==> src/rtl/cachepool_refill_arbiter.sv <==
// Round-robin sharing of one AXI read port among NumReq cache-line refill requesters; R beats steered back by ID.
// Request-to-AR latency is 1 cycle; the AR register stalls on ar_ready_i, and the R path passes the owner's rsp_ready_i straight through.
module cachepool_refill_arbiter #(
    parameter int unsigned NumReq         = 4,
    parameter int unsigned AddrWidth      = 32,
    parameter int unsigned DataWidth      = 256,
    parameter int unsigned LineWidth      = 512,
    parameter int unsigned IdWidth        = 2,
    parameter int unsigned MaxOutstanding = 2
) (
    input  logic                        clk_i,
    input  logic                        rst_ni,
    input  logic [NumReq-1:0]           req_valid_i,
    output logic [NumReq-1:0]           req_ready_o,
    input  logic [NumReq*AddrWidth-1:0] req_addr_i,
    output logic [NumReq-1:0]           rsp_valid_o,
    input  logic [NumReq-1:0]           rsp_ready_i,
    output logic [DataWidth-1:0]        rsp_data_o,
    output logic                        rsp_last_o,
    output logic                        rsp_err_o,
    output logic                        ar_valid_o,
    input  logic                        ar_ready_i,
    output logic [AddrWidth-1:0]        ar_addr_o,
    output logic [IdWidth-1:0]          ar_id_o,
    output logic [7:0]                  ar_len_o,
    output logic [2:0]                  ar_size_o,
    output logic [1:0]                  ar_burst_o,
    input  logic                        r_valid_i,
    output logic                        r_ready_o,
    input  logic [DataWidth-1:0]        r_data_i,
    input  logic [IdWidth-1:0]          r_id_i,
    input  logic                        r_last_i,
    input  logic [1:0]                  r_resp_i,
    output logic                        id_err_o
);

    localparam int unsigned Beats = LineWidth / DataWidth;
    localparam int unsigned OffW  = $clog2(LineWidth / 8);
    localparam int unsigned PtrW  = (NumReq > 1) ? $clog2(NumReq) : 1;
    localparam int unsigned CntW  = $clog2(MaxOutstanding + 1);
    localparam logic [AddrWidth-1:0] LineMask = ~((AddrWidth'(1) << OffW) - AddrWidth'(1));

    logic                 r_ar_valid;
    logic [AddrWidth-1:0] r_ar_addr;
    logic [IdWidth-1:0]   r_ar_id;
    logic [PtrW-1:0]      r_ptr;
    logic [CntW-1:0]      r_cnt [NumReq];
    logic                 r_id_err;

    logic [NumReq-1:0]    w_elig;
    logic [NumReq-1:0]    w_id_hit;
    logic [NumReq-1:0]    w_req_hs;
    logic [PtrW-1:0]      w_cand;
    logic [PtrW-1:0]      w_win;
    logic [AddrWidth-1:0] w_sel_addr;
    logic                 w_found;
    logic                 w_ar_free;
    logic                 w_grant;
    logic                 w_id_ok;
    logic                 w_r_last_hs;

    always_comb begin
        for (int i = 0; i < int'(NumReq); i++) begin
            w_elig[i]   = req_valid_i[i] && (r_cnt[i] < CntW'(MaxOutstanding));
            w_id_hit[i] = (r_id_i == IdWidth'(i));
        end
    end

    // First eligible requester at or after the pointer, wrapping.
    always_comb begin
        w_found = 1'b0;
        w_win   = '0;
        w_cand  = '0;
        for (int k = 0; k < int'(NumReq); k++) begin
            w_cand = PtrW'((int'(r_ptr) + k) % int'(NumReq));
            if (!w_found && w_elig[w_cand]) begin
                w_found = 1'b1;
                w_win   = w_cand;
            end
        end
    end

    assign w_ar_free  = !r_ar_valid || ar_ready_i;
    assign w_grant    = w_ar_free && w_found;
    assign w_sel_addr = req_addr_i[int'(w_win)*AddrWidth +: AddrWidth];

    always_comb begin
        req_ready_o = '0;
        if (w_grant) begin
            req_ready_o[w_win] = 1'b1;
        end
    end

    assign w_req_hs = req_ready_o & req_valid_i;

    always_ff @(posedge clk_i or negedge rst_ni) begin
        if (!rst_ni) begin
            r_ar_valid <= 1'b0;
            r_ar_addr  <= '0;
            r_ar_id    <= '0;
            r_ptr      <= '0;
        end else if (w_grant) begin
            r_ar_valid <= 1'b1;
            r_ar_addr  <= w_sel_addr & LineMask;
            r_ar_id    <= IdWidth'(w_win);
            r_ptr      <= (w_win == PtrW'(NumReq - 1)) ? '0 : w_win + PtrW'(1);
        end else if (ar_ready_i) begin
            r_ar_valid <= 1'b0;
        end
    end

    assign ar_valid_o = r_ar_valid;
    assign ar_addr_o  = r_ar_addr;
    assign ar_id_o    = r_ar_id;
    assign ar_len_o   = 8'(Beats - 1);
    assign ar_size_o  = 3'($clog2(DataWidth / 8));
    assign ar_burst_o = 2'b01;

    // Out-of-range IDs are sunk here so a bad slave cannot wedge the R channel.
    assign w_id_ok     = |w_id_hit;
    assign rsp_valid_o = w_id_hit & {NumReq{r_valid_i}};
    assign r_ready_o   = w_id_ok ? |(w_id_hit & rsp_ready_i) : 1'b1;
    assign rsp_data_o  = r_data_i;
    assign rsp_last_o  = r_last_i;
    assign rsp_err_o   = r_resp_i[1];
    assign w_r_last_hs = r_valid_i && r_ready_o && r_last_i;

    // A last beat with a zero count belongs to a pre-reset burst and is ignored.
    always_ff @(posedge clk_i or negedge rst_ni) begin
        if (!rst_ni) begin
            for (int i = 0; i < int'(NumReq); i++) begin
                r_cnt[i] <= '0;
            end
        end else begin
            for (int i = 0; i < int'(NumReq); i++) begin
                if (w_req_hs[i] && !(w_r_last_hs && w_id_hit[i])) begin
                    r_cnt[i] <= r_cnt[i] + CntW'(1);
                end else if (!w_req_hs[i] && w_r_last_hs && w_id_hit[i] && (r_cnt[i] != '0)) begin
                    r_cnt[i] <= r_cnt[i] - CntW'(1);
                end
            end
        end
    end

    always_ff @(posedge clk_i or negedge rst_ni) begin
        if (!rst_ni) begin
            r_id_err <= 1'b0;
        end else if (r_valid_i && !w_id_ok) begin
            r_id_err <= 1'b1;
        end
    end

    assign id_err_o = r_id_err;

endmodule

==> config.mk <==
export PLATFORM = sky130hd
export DESIGN_NAME = cachepool_refill_arbiter
export DESIGN_NICKNAME = d
export VERILOG_FILES = /design/src/rtl/cachepool_refill_arbiter.sv
export SDC_FILE = /design/constraint.sdc
export NUM_CORES = 1
export LEC_CHECK = 0
export BUFFER_PORTS_ARGS = -buffer_cell sky130_fd_sc_hd__buf_2
export CORE_AREA = 2 2 277 279
export DETAILED_ROUTE_END_ITERATION = 12
export DIE_AREA = 0 0 279 281
export PLACE_DENSITY = 0.33
export SYNTH_ARGS = -nofsm -noshare
export SYNTH_HDL_FRONTEND = slang
export SYNTH_SLANG_ARGS = --single-unit
==> constraint.sdc <==
create_clock -name clk_i -period 6.1 [get_ports clk_i]
set_input_delay 1.22 -clock clk_i [delete_from_list [all_inputs] [get_ports clk_i]]
set_output_delay 1.22 -clock clk_i [all_outputs]
set_load 0.01 [all_outputs]
==> results of run 1 <==
## synth_stat cells, types with 2 or more instances
| master | instances |
|---|---|
| nor2_1 | 8 |
| nand2_1 | 119 |
| o21ai_2 | 2 |
| a211o_1 | 26 |
| dfrtp_1 | 40 |
| nor3_1 | 2 |
| buf_2 | 6 |
| mux2i_1 | 2 |
| inv_1 | 5 |
| and3_1 | 4 |
| clkbuf_1 | 13 |
| nor3b_1 | 2 |
| nor2b_1 | 5 |
| a21oi_1 | 58 |
| buf_4 | 278 |
| conb_1 | 2 |
| o21a_1 | 2 |
| nand2b_1 | 4 |
| o21ai_0 | 4 |
| inv_2 | 2 |
| nand3_1 | 4 |
## worst paths after layout
path / from / endpoint / slack [ns] / cells past startpoint
min in group asynchronous: rst_ni / ar_addr_o[30] / 1.01 / 2
worst max register to register: r_ptr[1] / ar_addr_o[17] / 3.15 / 8
worst max-delay path: req_valid_i[1] / req_ready_o[3] / 1.90 / 8
max in group asynchronous: rst_ni / ar_addr_o[13] / 4.58 / 2
worst min register to register: id_err_o / id_err_o / 0.39 / 0
worst min-delay path: id_err_o / id_err_o / 0.39 / 0
## logic make-up after synthesis
family                   share of synthesized area (%)
AND/OR/NAND/NOR                                   14.3
flip-flops                                        21.8
adder cells (fa/ha/maj)                          0.273
XOR/XNOR                                         0.382
buffers and inverters                             47.9
multiplexers                                      1.17
AO/OA/AOI/OAI                                     13.9
other                                            0.164
## registers in the layout, indices dropped and copies added (netlist names)
signal      cells
ar_id_o         2
r_ptr           2
id_err_o        1
ar_addr_o      26
ar_valid_o      1
r_cnt           8
## through the flow
stage / utilization [%] / cells
global placement: 6.03 / 1469
floorplan: - / 626
detailed placement: 6.03 / 1469
global route: 6.27 / 1477
CTS: 6.27 / 1477
finish: 6.28 / 1479
## report_power, final
part           internal [mW]  switching, mW
combinational          0.313          0.568
sequential             0.384         0.0758
clock                  0.208          0.185
total                  0.904          0.829
## final cells by class
| class | instances | area (um^2) | area share [%] |
|---|---|---|---|
| timing repair buffer | 163 | 828 | 17.5 |
| sequential | 40 | 1000 | 21.1 |
| inverter | 7 | 26.3 | 0.555 |
| tap | 978 | 1220 | 25.8 |
| clock buffer | 6 | 139 | 2.93 |
| multi-input combinational | 281 | 1470 | 31.1 |
| antenna | 2 | 5.00 | 0.106 |
| clock inverter | 2 | 38.8 | 0.819 |
## routing by layer
layer	wire, um	up-vias	share of wire, %	track usage (%)
met5	40	-	0.11	0
met4	1760	6	5.0	4.43
met3	8820	74	25	9.78
met2	17300	454	49	14.9
met1	7310	1477	21	5.15
li1	-	1449	-	-
## layout by cell type (no fill, tap or decap), types with 2 or more instances in the layout
cell type,instances
buf_2,158
nand2_1,118
a21oi_1,58
dfrtp_1,40
a211o_1,26
conb_1,19
nor2_1,8
inv_1,5
nor2b_1,5
clkbuf_16,5
buf_4,5
nand2b_1,4
nand3_1,4
o21ai_0,4
and3_1,4
diode_2,2
nor3b_1,2
inv_2,2
o21ai_4,2
o21a_1,2
nor3_1,2
mux2i_1,2
==> flow_metrics.py, run 1 <==
metrics = {
    "status": {
        "status": "finished, final reports clean",
    },
    "logic_synthesis": {
        "yosys_warnings": 0,
        "yosys.cell_types.count": 42,
        "synth_seq_cells": 40,
        "avgSynthCellArea_um2": 7.53,
        "postSynth.asyncResetShare_pct": 100,
        "netlist_instances": 609,
        "netlist_area_um2": 4580,
        "synth.yosys.seq_area_share_pct": 21.8,
        "synth_area_leaders": "buf_4, dfrtp_1, nand2_1",
        "synth_enable_flop_cells": 0,
        "synth_top_cell_area_share_pct": 45.5,
        "synth_top_flop_cell": "dfrtp_1",
        "yosys.area.top_type": "buf_4",
    },
    "setup_path": {
        "cpPeakStageDelay_ns": 0.43,
        "cp.arrival_ns": 2.98,
        "critPathMostFrequentCell": "buf_2",
        "crit_chain": "buf_2 -> nor2b_1 -> o311ai_1 -> o21ai_4 -> inv_2 -> ha_1 -> and2_1 -> buf_2",
        "critPathLaunchType": "input pin",
        "cp-end-kind": "output port",
        "cp.required_ns": 4.88,
        "cp_top_family": "buffers and inverters",
        "path_class": "input pin to output port",
        "cp_slowest_cell": "o311ai_1",
        "critPathMaxFanout": 28,
        "worst-path-buf-inv": 3,
    },
    "clocking": {
        "cts_tree": "yes",
        "cts_buffers": 5,
        "post_cts_resized": 0,
        "clk_pin_slew_worst_paths_ns": 0.11,
        "cts_root_buf": "clkbuf_16",
        "ctsHtreeMaxLevel": 2,
        "cts.path.max_buffers": 2,
        "clock-sinks": 40,
        "clk_latency_ns": 0.35,
        "cts_setup_buffers": 0,
        "holdBufCountCts": 0,
    },
    "place": {
        "io_buffers": 158,
        "dp_hpwl_um": 30200,
        "gp_congestion": 0.745,
        "dpl_cell_area_um2": 4550,
        "place_ws_ns": 1.91,
    },
    "sta": {
        "min_period_ns": 4.20,
        "fmax_ghz": 0.238,
        "report.final.slew_viol_count": 0,
        "fin_tns_setup_ns": 0,
        "relSlewSlack_pct": 30.7,
        "grt_setup_unrepaired": "no",
        "fin_crit_sh_pct": 68.8,
        "setup_viol": 0,
        "whs_ns": 0.386,
        "worst_slew_pin_slew_ns": 1.04,
        "fin_skew_ns": 0.0308,
        "final_hold_viol_count": 0,
        "setup_slack_ns": 1.90,
    },
    "floorplanning": {
        "die-area_um2": 78400,
        "die_y_um": 281,
        "coreArea_um2": 75400,
        "io_pins": 717,
        "die_width_um": 279,
        "num_rows": 101,
        "initial_core_util_pct": 6.08,
    },
    "layout": {
        "stdcell_area_um2": 4730,
        "layout-drive-gt1-share_pct": 36.7,
        "fillers": 8944,
        "layout.nets": 900,
        "syn_to_final_growth_pct": 3.28,
    },
    "power_and_ir_drop": {
        "leakage_nw": 2.06,
        "power.density_nw_per_um2": 366,
        "peakVddDrop_uv": 170,
        "power_mw": 1.73,
    },
    "worst_hold_path": {
        "min_path_type": "flip-flop to flip-flop",
    },
    "drt": {
        "wl_per_cell_um": 23.8,
        "initialDrtViolationCount": 191,
        "routed_wl_um": 35200,
        "vias": 3460,
        "ant_nets": 0,
        "vias_per_cell": 2.34,
        "drtPass1Iterations": 4,
        "drc_errors": 0,
    },
    "grt": {
        "grt_pass1_vias": 3436,
        "antenna_found_initial": 8,
        "track_usage_pct": 8.59,
        "grt_max_degree": 54,
        "grt_overflow": 0,
        "grt_pass1_wl_um": 41300,
    },
    "run": {
        "cap_violations": 0,
    },
}
Note: power is estimated with default switching activity, not from simulation.
==> run 2: changes to the inputs <==
--- a/config.mk
+++ b/config.mk
@@ -5,11 +5,12 @@
 export SDC_FILE = /design/constraint.sdc
 export NUM_CORES = 1
 export LEC_CHECK = 0
+export ABC_AREA = 1
 export BUFFER_PORTS_ARGS = -buffer_cell sky130_fd_sc_hd__buf_2
-export CORE_AREA = 2 2 277 279
+export CORE_AREA = 2 2 281 283
 export DETAILED_ROUTE_END_ITERATION = 12
-export DIE_AREA = 0 0 279 281
-export PLACE_DENSITY = 0.33
+export DIE_AREA = 0 0 283 285
+export PLACE_DENSITY = 0.35
 export SYNTH_ARGS = -nofsm -noshare
 export SYNTH_HDL_FRONTEND = slang
 export SYNTH_SLANG_ARGS = --single-unit
==> constraint.sdc (replaced) <==
create_clock -name clk_i -period 3.46 [get_ports clk_i]
set_input_delay 0.692 -clock clk_i [delete_from_list [all_inputs] [get_ports clk_i]]
set_output_delay 0.692 -clock clk_i [all_outputs]
set_load 0.01 [all_outputs]
==> flow_metrics.py, run 2 <==
metrics = {
    "grt": {
        "antenna_found_initial": 2,
        "grt_pass1_vias": 4368,
        "grt_max_degree": 40,
        "grt_overflow": 0,
        "grt_pass1_wl_um": 31600,
        "track_usage_pct": 5.60,
    },
    "layout": {
        "fillers": 9274,
        "seq_area_um2": 1000,
        "n_antenna_cell": 0,
        "final_common_cell": "nand2_1",
        "largest_reg_flops": 26,
        "stdcell_area_um2": 5590,
        "fin_util_pct": 7.17,
        "multi_input_area_um2": 1910,
        "layout-drive-gt1-share_pct": 30.1,
        "layout_common_cells": "nand2_1, buf_2, inv_1",
        "layout.nets": 1081,
        "syn_to_final_growth_pct": 3.02,
    },
    "logic_synthesis": {
        "synth_area_leaders": "buf_4, dfrtp_1, nand2_1",
        "synth_seq_cells": 40,
        "netlist_area_um2": 5420,
        "yosys_warnings": 0,
        "netlist_instances": 787,
        "synth-xor-area-share_pct": 0,
        "yosys.area_share.simple_pct": 29.6,
        "synth.yosys.seq_area_share_pct": 18.5,
        "synthAdderAreaFrac_pct": 0.231,
        "yosys.area.top_type": "buf_4",
        "postSynth.asyncResetShare_pct": 100,
        "avgSynthCellArea_um2": 6.89,
        "synth.area.mux_share_pct": 0,
        "synth_compound_area_share_pct": 3.99,
        "yosys-top-cells-count": "buf_4, nand2_1, inv_1",
        "synth_enable_flop_cells": 0,
        "synth_most_common_cell": "buf_4",
        "synth_top_family_by_area": "buffers and inverters",
        "synth_top_flop_cell": "dfrtp_1",
        "synth_top_cell_area_share_pct": 38.6,
        "yosys.cell_types.count": 35,
    },
    "setup_path": {
        "rrSetupSlack_ns": 0.83,
        "crit_chain": "inv_4 -> nand2_1 -> nand2_1 -> nand3_2 -> nand2_2 -> nand3_2 -> inv_1 -> nand3_1 -> nand2_2 -> ha_1 -> inv_1 -> nor2_1 -> buf_2",
        "path_class": "flip-flop to output port",
        "cp.required_ns": 2.77,
        "cp.arrival_ns": 2.44,
        "cp-end-kind": "output port",
        "critPathLaunchType": "flip-flop",
        "cp_top_family": "simple AND/OR/NAND/NOR gates",
        "cpPeakStageDelay_ns": 0.53,
        "cp_slowest_cell": "dfrtp_1",
        "worst-path-buf-inv": 4,
        "critPathMaxFanout": 9,
    },
    "clocking": {
        "post_cts_resized": 0,
        "cts.path.max_buffers": 2,
        "clock-sinks": 40,
        "cts_buffers": 5,
        "cts_setup_buffers": 0,
        "clk_pin_slew_worst_paths_ns": 0.07,
        "clk_latency_ns": 0.32,
        "cts_root_buf": "clkbuf_16",
        "cts_tree": "yes",
        "holdBufCountCts": 0,
        "ctsHtreeMaxLevel": 2,
    },
    "run": {
        "cap_violations": 0,
    },
    "drt": {
        "ant_nets": 0,
        "vias": 4184,
        "routed_wl_um": 23400,
        "vias_per_cell": 2.42,
        "drtPass1Iterations": 4,
        "wl_per_cell_um": 13.5,
        "drc_errors": 0,
        "initialDrtViolationCount": 118,
    },
    "sta": {
        "fmax_ghz": 0.319,
        "grt_setup_unrepaired": "no",
        "fin_crit_sh_pct": 90.6,
        "fin_tns_setup_ns": 0,
        "relSlewSlack_pct": 65.1,
        "report.final.slew_viol_count": 0,
        "fin_skew_ns": 0.00673,
        "whs_ns": 0.312,
        "setup_viol": 0,
        "worst_slew_pin_slew_ns": 0.522,
        "min_period_ns": 3.13,
        "final_hold_viol_count": 0,
    },
    "floorplanning": {
        "num_rows": 103,
        "coreArea_um2": 78000,
        "die_width_um": 283,
        "io_pins": 717,
        "die_y_um": 285,
        "die-area_um2": 80700,
        "initial_core_util_pct": 6.95,
    },
    "power_and_ir_drop": {
        "peakVddDrop_uv": 424,
        "power.share.clock_pct": 11.5,
        "leakage_nw": 2.69,
        "comb_power_share_pct": 71.7,
        "pwr-share-seq_pct": 16.7,
        "power_mw": 5.18,
        "power.density_nw_per_um2": 927,
        "p_sw_share_pct": 58.3,
        "p_switching_mw": 3.02,
        "p_int_mw": 2.16,
    },
    "place": {
        "io_buffers": 158,
        "dp_hpwl_um": 19000,
        "dpl_cell_area_um2": 5420,
        "gp_congestion": 0.779,
    },
    "status": {
        "status": "finished, final reports clean",
    },
    "worst_hold_path": {
        "min_path_type": "input pin to async pin",
    },
}
run 2: cell count changes in the layout (fill, tap and decap cells not counted), moves of 18 or more:
cell / before / now
a211o_1: 26 / 0
a21oi_1: 58 / 1
o211ai_1: 0 / 18
nand2_1: 118 / 181
nand3_1: 4 / 70
inv_1: 5 / 82
nand3b_1: 0 / 35
run 2: stage by stage:
| stage | cells | setup slack [ns] |
|---|---|---|
| global route | 1730 | 0.0520 |
| CTS | 1730 | 0.251 |
| detailed placement | 1722 | 0.480 |
| finish | 1730 | 0.325 |
| floorplan | 804 | 0.690 |
| global placement | 1722 | 0.445 |
run 2: final cells by class:
class | count | area share, %
multi-input cells | 377 | 34.1
well taps | 1050 | 23.5
flip-flops and latches | 40 | 17.9
repair buffers | 170 | 15.8
inverters | 85 | 5.76
clock buffers | 6 | 2.31
clock inverters | 2 | 0.627
run 2: routing by layer:
layer / track usage, % / up-vias / part of all wire, %
met5: 1.40 / - / 0.57
met4: 5.15 / 6 / 8.8
met3: 2.72 / 135 / 12
met2: 9.11 / 342 / 45
met1: 5.09 / 1778 / 34
li1: - / 1923 / -
run 2: logic make-up (layout without fill, tap and decap cells):
group,Yosys count,in the layout
compound gates,30,30
other cells,2,19
flops,40,40
buf+inv,387,263
simple gates,327,327
fa+ha+maj,1,1
run 2: final timing paths:
kind | start | end | cells past startpoint
worst max-delay path | r_ptr[0] | req_ready_o[3] | 13
worst min-delay path | rst_ni | ar_addr_o[30] | 1
worst max register to register | r_ptr[0] | ar_addr_o[23] | 14
worst min register to register | id_err_o | id_err_o | 0
max in group asynchronous | rst_ni | ar_addr_o[21] | 2
min in group clk_i | id_err_o | id_err_o | 0
run 2: power by group through the flow:
stage	registers [mW]	clock network (mW)	logic, mW
CTS	0.873	0.659	3.95
global placement	0.873	0	3.90
finish	0.867	0.597	3.72
floorplan	0.919	0	2.84
detailed placement	0.877	0	3.94
global route	0.901	0.659	4.28
==> run 3: changes to the inputs <==
==> config.mk (replaced) <==
export PLATFORM = sky130hd
export DESIGN_NAME = cachepool_refill_arbiter
export DESIGN_NICKNAME = d
export VERILOG_FILES = /design/src/rtl/cachepool_refill_arbiter.sv
export SDC_FILE = /design/constraint.sdc
export NUM_CORES = 1
export LEC_CHECK = 0
export ABC_AREA = 1
export CORE_AREA = 2 2 279 281
export DETAILED_ROUTE_END_ITERATION = 12
export DIE_AREA = 0 0 281 283
export DONT_BUFFER_PORTS = 1
export PLACE_DENSITY = 0.3
export SYNTH_ARGS = -nofsm -noshare
export SYNTH_HDL_FRONTEND = slang
export SYNTH_SLANG_ARGS = --single-unit
==> flow_metrics.py, run 3 (synthesis results as in run 2) <==
metrics = {
    "floorplanning": {
        "die_width_um": 281,
        "io_pins": 717,
        "coreArea_um2": 76700,
        "initial_core_util_pct": 7.07,
        "die-area_um2": 79500,
        "num_rows": 102,
        "die_y_um": 283,
    },
    "status": {
        "status": "finished, final reports clean",
    },
    "sta": {
        "fin_tns_setup_ns": 0,
        "worst_slew_pin_slew_ns": 0.597,
        "final_hold_viol_count": 0,
        "setup_viol": 0,
        "relSlewSlack_pct": 60.1,
        "fin_skew_ns": 0.0171,
        "report.final.slew_viol_count": 0,
        "min_period_ns": 3.16,
        "fin_crit_sh_pct": 91.4,
        "grt_setup_unrepaired": "no",
        "whs_ns": 0.0508,
        "fmax_ghz": 0.316,
    },
    "grt": {
        "grt_pass1_wl_um": 29700,
        "grt_overflow": 0,
        "grt_pass1_vias": 3795,
        "track_usage_pct": 5.59,
        "antenna_found_initial": 1,
        "grt_max_degree": 41,
    },
    "clocking": {
        "clk_pin_slew_worst_paths_ns": 0.08,
        "cts_tree": "yes",
        "holdBufCountCts": 0,
        "ctsHtreeMaxLevel": 2,
        "cts_buffers": 5,
        "cts_root_buf": "clkbuf_16",
        "clock-sinks": 40,
        "cts.path.max_buffers": 2,
        "clk_latency_ns": 0.33,
    },
    "setup_path": {
        "cp-end-kind": "output port",
        "rr_startpoint": "r_ptr[0]",
        "critPathLaunchType": "flip-flop",
        "path_class": "flip-flop to output port",
        "cp.required_ns": 2.77,
        "rrSetupSlack_ns": 0.71,
        "reg2reg_to": "ar_addr_o[28]",
        "crit_start": "r_ptr[0]",
        "rr_worst_depth": 12,
        "cp-endpoint": "req_ready_o[0]",
        "cp.arrival_ns": 2.47,
        "critPathMaxFanout": 12,
    },
    "place": {
        "dp_cells": 1554,
        "io_buffers": 0,
        "dp_hpwl_um": 18100,
        "gp_congestion": 0.665,
    },
    "layout": {
        "fillers": 9083,
        "largest_reg_flops": 26,
        "final_common_cell": "nand2_1",
        "fin_util_pct": 6.26,
        "syn_to_final_growth_pct": -11.5,
        "layout.nets": 923,
        "layout_common_cells": "nand2_1, inv_1, nand3_1",
        "layout-drive-gt1-share_pct": 9.39,
        "finalNonFillerCells": 1562,
        "n_antenna_cell": 0,
    },
    "drt": {
        "routed_wl_um": 22800,
        "ant_nets": 0,
        "vias": 3682,
        "drc_errors": 0,
        "drtPass1Iterations": 4,
        "wl_per_cell_um": 14.6,
        "initialDrtViolationCount": 167,
        "vias_per_cell": 2.36,
    },
    "power_and_ir_drop": {
        "power.density_nw_per_um2": 1050,
        "power_mw": 5.05,
        "peakVddDrop_uv": 444,
        "leakage_nw": 2.05,
    },
    "run": {
        "cap_violations": 0,
    },
    "worst_hold_path": {
        "min_path_type": "input pin to async pin",
    },
}
[run 3: cell count changes in the layout (fill, tap and decap cells not counted), sizes merged]
cell,delta
clkinvlp,+1
buf,-158
clkbuf,-1
[run 3: metrics by stage]
step           setup slack [ns]  instance area, um^2
2_1_floorplan             0.690                 5490
3_3_place_gp              0.353                 4620
3_5_place_dp              0.369                 4620
4_1_cts                  0.0179                 4790
5_1_grt                  0.0273                 4800
6_report                  0.299                 4800
[run 3: worst min-delay path by stage]
stage                       from       endpoint  slack [ns]  depth (start not counted)
after global routing      rst_ni  ar_addr_o[22]        0.01                          0
after floorplan           rst_ni  ar_addr_o[10]        0.40                          0
after detailed placement  rst_ni  ar_addr_o[22]        0.40                          0
after global placement    rst_ni  ar_addr_o[22]        0.40                          0
after CTS                 rst_ni  ar_addr_o[22]       0.003                          0
final                     rst_ni  ar_addr_o[22]        0.05                          0
[run 3: worst max-delay path, stage by stage, from the launching register on]
cell,delay [ns]
dfrtp_1,0.60
inv_4,0.11
nand2_1,0.08
nand2_1,0.12
nand3_2,0.09
nand2_2,0.09
nand4_1,0.08
nand2_1,0.10
nor2_4,0.50
nand3_2,0.18
inv_2,0.17
[run 3: cell type report]
cell class	count	area (um^2)	share of cell area, %
Inverter	85	322	6.70
Clock inverter	3	42.5	0.886
Sequential cell	40	1000	20.9
Multi-Input combinational cell	377	1920	40.0
Tap cell	1040	1300	27.1
Timing Repair Buffer	12	90.1	1.88
Clock buffer	5	125	2.61
[run 3: power by group]
| group | total (mW) | internal (mW) | switching, mW |
|---|---|---|---|
| registers | 1.01 | 0.716 | 0.293 |
| clock network | 0.621 | 0.342 | 0.279 |
| logic | 3.42 | 0.959 | 2.46 |
| total | 5.05 | 2.02 | 3.03 |
[run 3: repair_timing]
action | in CTS | in global routing
gates resized for setup | 0 | 2
buffers inserted | 0 | 0
endpoints found under the setup margin | 0 | 1
[run 3: routing by layer]
layer  vias to the layer above  wire length [um]  GRT usage (%)
li1                       1606                 -              -
met1                      1624              7870           5.19
met2                       308             10300           8.81
met3                       144              2620           2.67
met4                         0              2050           5.61
met5                         -                 0              0
